--- config.mk ---
export PLATFORM = sky130hd
export DESIGN_NAME = abacus_axil_reader
export DESIGN_NICKNAME = d
export VERILOG_FILES = /design/src/rtl/abacus_axil_reader.sv
export SDC_FILE = /design/constraint.sdc
export NUM_CORES = 1
export LEC_CHECK = 0
export BUFFER_PORTS_ARGS = -buffer_cell sky130_fd_sc_hd__buf_2
export CORE_AREA = 2 2 123 125
export DETAILED_ROUTE_END_ITERATION = 8
export DIE_AREA = 0 0 125 127
export PLACE_DENSITY_LB_ADDON = 0.3
export SYNTH_ARGS = -nofsm -noshare
export SYNTH_HDL_FRONTEND = slang
export SYNTH_SLANG_ARGS = --single-unit
--- constraint.sdc ---
create_clock -name aclk -period 7.9 [get_ports aclk]
set_input_delay 0.395 -clock aclk [delete_from_list [all_inputs] [get_ports aclk]]
set_output_delay 0.395 -clock aclk [all_outputs]
set_load 0.02 [all_outputs]
--- src/rtl/abacus_axil_reader.sv ---
// AXI4-Lite master for the ABACUS profiler: reads runs of consecutive 32-bit
// registers onto a valid/ready stream, or performs a single register write.
module abacus_axil_reader #(
  parameter int ADDR_W = 32,
  parameter int CNT_W  = 6
) (
  input  logic              aclk,
  input  logic              rst,
  input  logic              cmd_start,
  input  logic [ADDR_W-1:0] start_addr,
  input  logic [CNT_W-1:0]  word_count,
  input  logic              cmd_write,
  input  logic [ADDR_W-1:0] wr_addr,
  input  logic [31:0]       wr_data,
  output logic              busy,
  output logic              done,
  output logic              err,
  output logic [ADDR_W-1:0] m_araddr,
  output logic              m_arvalid,
  input  logic              m_arready,
  input  logic [31:0]       m_rdata,
  input  logic [1:0]        m_rresp,
  input  logic              m_rvalid,
  output logic              m_rready,
  output logic [ADDR_W-1:0] m_awaddr,
  output logic              m_awvalid,
  input  logic              m_awready,
  output logic [31:0]       m_wdata,
  output logic [3:0]        m_wstrb,
  output logic              m_wvalid,
  input  logic              m_wready,
  input  logic [1:0]        m_bresp,
  input  logic              m_bvalid,
  output logic              m_bready,
  output logic [31:0]       o_data,
  output logic [ADDR_W-1:0] o_addr,
  output logic              o_valid,
  input  logic              o_ready,
  output logic              o_last
);

  typedef enum logic [2:0] {
    S_IDLE, S_AR, S_R, S_PUSH, S_AW_W, S_B, S_FIN
  } state_t;

  state_t              r_state, w_next;
  logic [ADDR_W-1:0]   r_addr;
  logic [31:0]         r_wdata;
  logic [CNT_W-1:0]    r_rem;
  logic [31:0]         r_odata;
  logic [ADDR_W-1:0]   r_oaddr;
  logic                r_err;
  logic                r_aw_done, r_w_done;
  logic                w_aw_hs, w_w_hs;

  assign w_aw_hs = (r_state == S_AW_W) && !r_aw_done && m_awready;
  assign w_w_hs  = (r_state == S_AW_W) && !r_w_done  && m_wready;

  always_ff @(posedge aclk or posedge rst) begin
    if (rst) r_state <= S_IDLE;
    else     r_state <= w_next;
  end

  always_comb begin
    w_next = r_state;
    case (r_state)
      S_IDLE: begin
        // A write wins over a simultaneous read start; the start is dropped.
        if (cmd_write)      w_next = S_AW_W;
        else if (cmd_start) w_next = (word_count != '0) ? S_AR : S_FIN;
      end
      S_AR:   if (m_arready) w_next = S_R;
      S_R:    if (m_rvalid)  w_next = S_PUSH;
      S_PUSH: if (o_ready)   w_next = (r_rem == CNT_W'(1)) ? S_FIN : S_AR;
      S_AW_W: if ((r_aw_done || w_aw_hs) && (r_w_done || w_w_hs)) w_next = S_B;
      S_B:    if (m_bvalid)  w_next = S_FIN;
      S_FIN:  w_next = S_IDLE;
      default: w_next = S_IDLE;
    endcase
  end

  always_comb begin
    busy      = (r_state != S_IDLE);
    done      = (r_state == S_FIN);
    m_arvalid = (r_state == S_AR);
    m_rready  = (r_state == S_R);
    o_valid   = (r_state == S_PUSH);
    o_last    = (r_state == S_PUSH) && (r_rem == CNT_W'(1));
    m_awvalid = (r_state == S_AW_W) && !r_aw_done;
    m_wvalid  = (r_state == S_AW_W) && !r_w_done;
    m_bready  = (r_state == S_B);
  end

  always_ff @(posedge aclk or posedge rst) begin
    if (rst) begin
      r_addr    <= '0;
      r_wdata   <= '0;
      r_rem     <= '0;
      r_odata   <= '0;
      r_oaddr   <= '0;
      r_err     <= 1'b0;
      r_aw_done <= 1'b0;
      r_w_done  <= 1'b0;
    end else begin
      case (r_state)
        S_IDLE: begin
          if (cmd_write) begin
            r_addr    <= wr_addr;
            r_wdata   <= wr_data;
            r_err     <= 1'b0;
            r_aw_done <= 1'b0;
            r_w_done  <= 1'b0;
          end else if (cmd_start) begin
            r_addr <= start_addr;
            r_rem  <= word_count;
            r_err  <= 1'b0;
          end
        end
        S_R: if (m_rvalid) begin
          // Data is forwarded even on an error response; err just records it.
          r_odata <= m_rdata;
          r_oaddr <= r_addr;
          if (m_rresp != 2'b00) r_err <= 1'b1;
        end
        S_PUSH: if (o_ready) begin
          r_rem  <= r_rem - CNT_W'(1);
          r_addr <= r_addr + ADDR_W'(4);
        end
        S_AW_W: begin
          if (w_aw_hs) r_aw_done <= 1'b1;
          if (w_w_hs)  r_w_done  <= 1'b1;
        end
        S_B: if (m_bvalid && (m_bresp != 2'b00)) r_err <= 1'b1;
        default: ;
      endcase
    end
  end

  assign err      = r_err;
  assign m_araddr = r_addr;
  assign m_awaddr = r_addr;
  assign m_wdata  = r_wdata;
  assign m_wstrb  = 4'hF;
  assign o_data   = r_odata;
  assign o_addr   = r_oaddr;

endmodule

==> summary.txt <==
Critical path
  – Critical path required time: 8.18 ns
  – R2R setup slack: 5.18 ns
  – Worst Path Max Fanout: 44
  – Critical path origin: cmd_write
  – Worst-case reg-to-reg path depth: 5
  – Critical Path End: m_araddr[26]
  – Arr. time, crit path: 3.02 ns
  – Critical path type: input pin to flop
  – Worst setup SP type: input pin
  – Reg-to-reg endpoint: o_data[31]
  – Worst r2r src: r_state[1]
  – Crit. End Element: flop

Clock tree
  – Root Driver: clkbuf_16
  – Cts repair resizes: 0
  – TritonCTS clock tree: done
  – Clock Sinks: 140
  – CTS H-tree lvls: 4
  – # Post-CTS Setup Buffers: 0
  – Clk buf depth: 2
  – Clk slew on worst S/H paths: 0.06 ns
  – CTS buffer count: 17
  – Cts hold-fix bufs: 0
  – Insertion delay to the later sink of the worst-skew pair: 0.42 ns

Final layout
  – Fin nets: 1101
  – Ratio of cells with drive above 1 in the final layout: 45.2%
  – Final design utilization: a little over three fifths
  – Area Overhead vs Synth: 26.9%
  – # fillers: 1219

GRT
  – Vias in the first global route: about 5900
  – Gr usage total: 24.6%
  – Initial antenna violation count: 2
  – GRT overflow: 0
  – First-pass GRT wire length: 31.1 mm
  – Pin count of the biggest net entering global routing: 81

Logic synthesis
  – Top_reg_cell synth: dfrtp_1
  – Seq cells post-synth: 140
  – Cell count after synthesis: 692
  – Share of the synthesized area in the top cell type: 48.8%
  – Synth area leaders: dfrtp_1, mux2_2, nand2_1
  – Number of flops mapped to enable cells by yosys: 0
  – Cell Area, Synth: 0.00718 mm2
  – Synth area leader: dfrtp_1
  – Avg Inst Size Synth: 10.4 um2
  – Netlist cell types: 67
  – Synth Warn #: 0
  – FFs w/ async S/R, synth: 100%
  – Register area share after synthesis: about half

Die
  – Die height: 127 um
  – Core outline area: 0.0144 mm2
  – Io pins: 322
  – DIE AREA: 0.0159 mm2
  – # rows: 44
  – DIE WIDTH: roughly 130 um
  – Initial Util: 49.8%

STA
  – Slew Viols, Final: 0
  – Final min period: 2.74 ns
  – Tcrit/Tclk final: 34.7%
  – Fmax: 364 MHz
  – Relative slew slack: 24.4%
  – Unrepaired setup endpoints after global routing: no
  – Setup violations, final: 0
  – Actual slew at the worst max-slew pin: 1.13 ns
  – Final hold violation count: 0
  – Setup TNS: 0 ns
  – Final Skew: a little under 0.008 ns

Power
  – Leakage: roughly 4.5 nW
  – VDD IR-drop max: approximately 0.00019 V
  – Overall power: around 4.1 mW
  – Power per standard cell area: 451 mW/mm2

Run
  – Max-Cap Viols: 0

Detailed routing
  – # DRC: 0
  – Drt first-iter violations: about 420
  – Vias per cell: 5.39
  – TritonRoute pass-1 iters: 5
  – Overall routed net length: 19.9 mm
  – Via count: 6194
  – DR WL/cell: 17.3 um
  – ANT nets after route: 0

Hold path
  – Min-Delay Path Class: input pin to asynchronous set/reset pin

Placement
  – Hpwl dp: 14.3 mm
  – GP Congestion: 0.809
  – Port Buffers: 317

Status
  – Outcome: finished, final reports clean
## kinds of logic after synthesis
group | Yosys count | share of synthesized area (%)
AO/OA/AOI/OAI | 126 | 12.0
buffers and inverters | 92 | 8.17
multiplexers | 96 | 14.8
adder cells (fa/ha/maj) | 3 | 0.523
other | 1 | 0.0522
flip-flops | 140 | 48.8
AND/OR/NAND/NOR | 234 | 15.7
## routing by layer
metal	wire length, um	part of all wire, %	up-vias	track usage [%]
li1	-	-	2930	-
met4	349	1.8	0	8.56
met1	8060	41	2963	30.7
met3	1490	7.5	28	6.28
met5	0	0	-	0
met2	9990	50	273	42.0
## report_power, final
part	switching, mW	total (mW)	internal [mW]
Sequential	0.351	1.42	1.07
Clock	0.311	0.842	0.531
Combinational	1.15	1.85	0.704
Total	1.81	4.11	2.30
## metrics by stage
step | cells | area, um2 | hold slack (ns) | setup WS [ns]
2_1_floorplan | 695 | 7190 | 0.471 | 3.75
3_3_place_gp | 1115 | 8490 | 0.453 | 4.91
3_5_place_dp | 1115 | 8490 | 0.460 | 4.75
4_1_cts | 1147 | 9110 | 0.0475 | 5.14
5_1_grt | 1149 | 9110 | 0.0826 | 4.88
6_report | 1149 | 9110 | 0.0323 | 5.16
## worst min path at each step
stage / cells after the start / slack [ns] / start / to
finish: 2 / 0.03 / rst / m_wdata[18]
detailed placement: 2 / 0.46 / m_wdata[3] / m_wdata[3]
global placement: 2 / 0.45 / m_wdata[14] / m_wdata[14]
global route: 2 / 0.08 / rst / m_wdata[21]
floorplan: 2 / 0.47 / r_rem[4] / r_rem[4]
CTS: 2 / 0.05 / rst / m_wdata[18]
## synth_stat cells, types with 2 or more instances
cell and count:
o22a_1 8, nand2_1 115, and4_2 2, nand3b_1 2, and4_1 5, o22ai_1 5
buf_2 19, nand4_1 13, a31oi_1 5, a2111oi_0 2, a311oi_1 3, a2bb2oi_1 5
o211ai_1 3, mux2_2 68, o311ai_0 3, nand3_1 12, o31ai_1 3, nor2b_1 7
nor3_1 16, nor4_1 2, a211oi_1 4, and2_1 6, a32oi_1 2, buf_6 9
ha_1 3, clkbuf_1 16, buf_4 40, a21o_1 3, inv_1 7, mux2i_1 20
or3_1 2, a22oi_1 5, nor2_1 32, nand2b_1 3, mux2_1 7, a21oi_1 31
a22o_1 5, dfrtp_1 140, and3_1 6, o21ai_0 26
## worst max-delay path, stage by stage
cell and delay, ns:
buf_2 0.79, nor2_1 0.19, or3_4 0.40, a21o_1 0.53, a2111oi_0 0.60, a211oi_1 0.09
## layout by cell type (no fill, tap or decap), types with 5 or more instances in the layout
cell,count
buf_2,317
dfrtp_1,140
nand2_1,115
mux2_2,68
nor2_1,32
a21oi_1,31
o21ai_0,26
mux2i_1,20
clkbuf_16,17
nor3_1,16
nand4_1,13
nand3_1,12
o22a_1,8
nor2b_1,7
mux2_1,7
inv_1,6
and3_1,6
a22o_1,5
a31oi_1,5
and4_1,5
o22ai_1,5
a2bb2oi_1,5
a22oi_1,5
and2_1,5
## sequential cells by signal, indices dropped and copies added, names as in the netlist
name       flops
err            1
r_rem          6
r_aw_done      1
o_addr        32
o_data        32
r_w_done       1
m_wdata       32
m_araddr      32
r_state        3
## area by class of cell
type | count | area, um2 | area share, %
tap | 184 | 230 | 2.53
multi-input combinational | 463 | 3100 | 34.1
inverter | 7 | 31.3 | 0.343
timing repair buffer | 321 | 1620 | 17.7
antenna | 2 | 5.00 | 0.0549
clock buffer | 19 | 433 | 4.75
sequential | 140 | 3500 | 38.4
clock inverter | 13 | 189 | 2.07
Power figures use the tool's default switching activity.
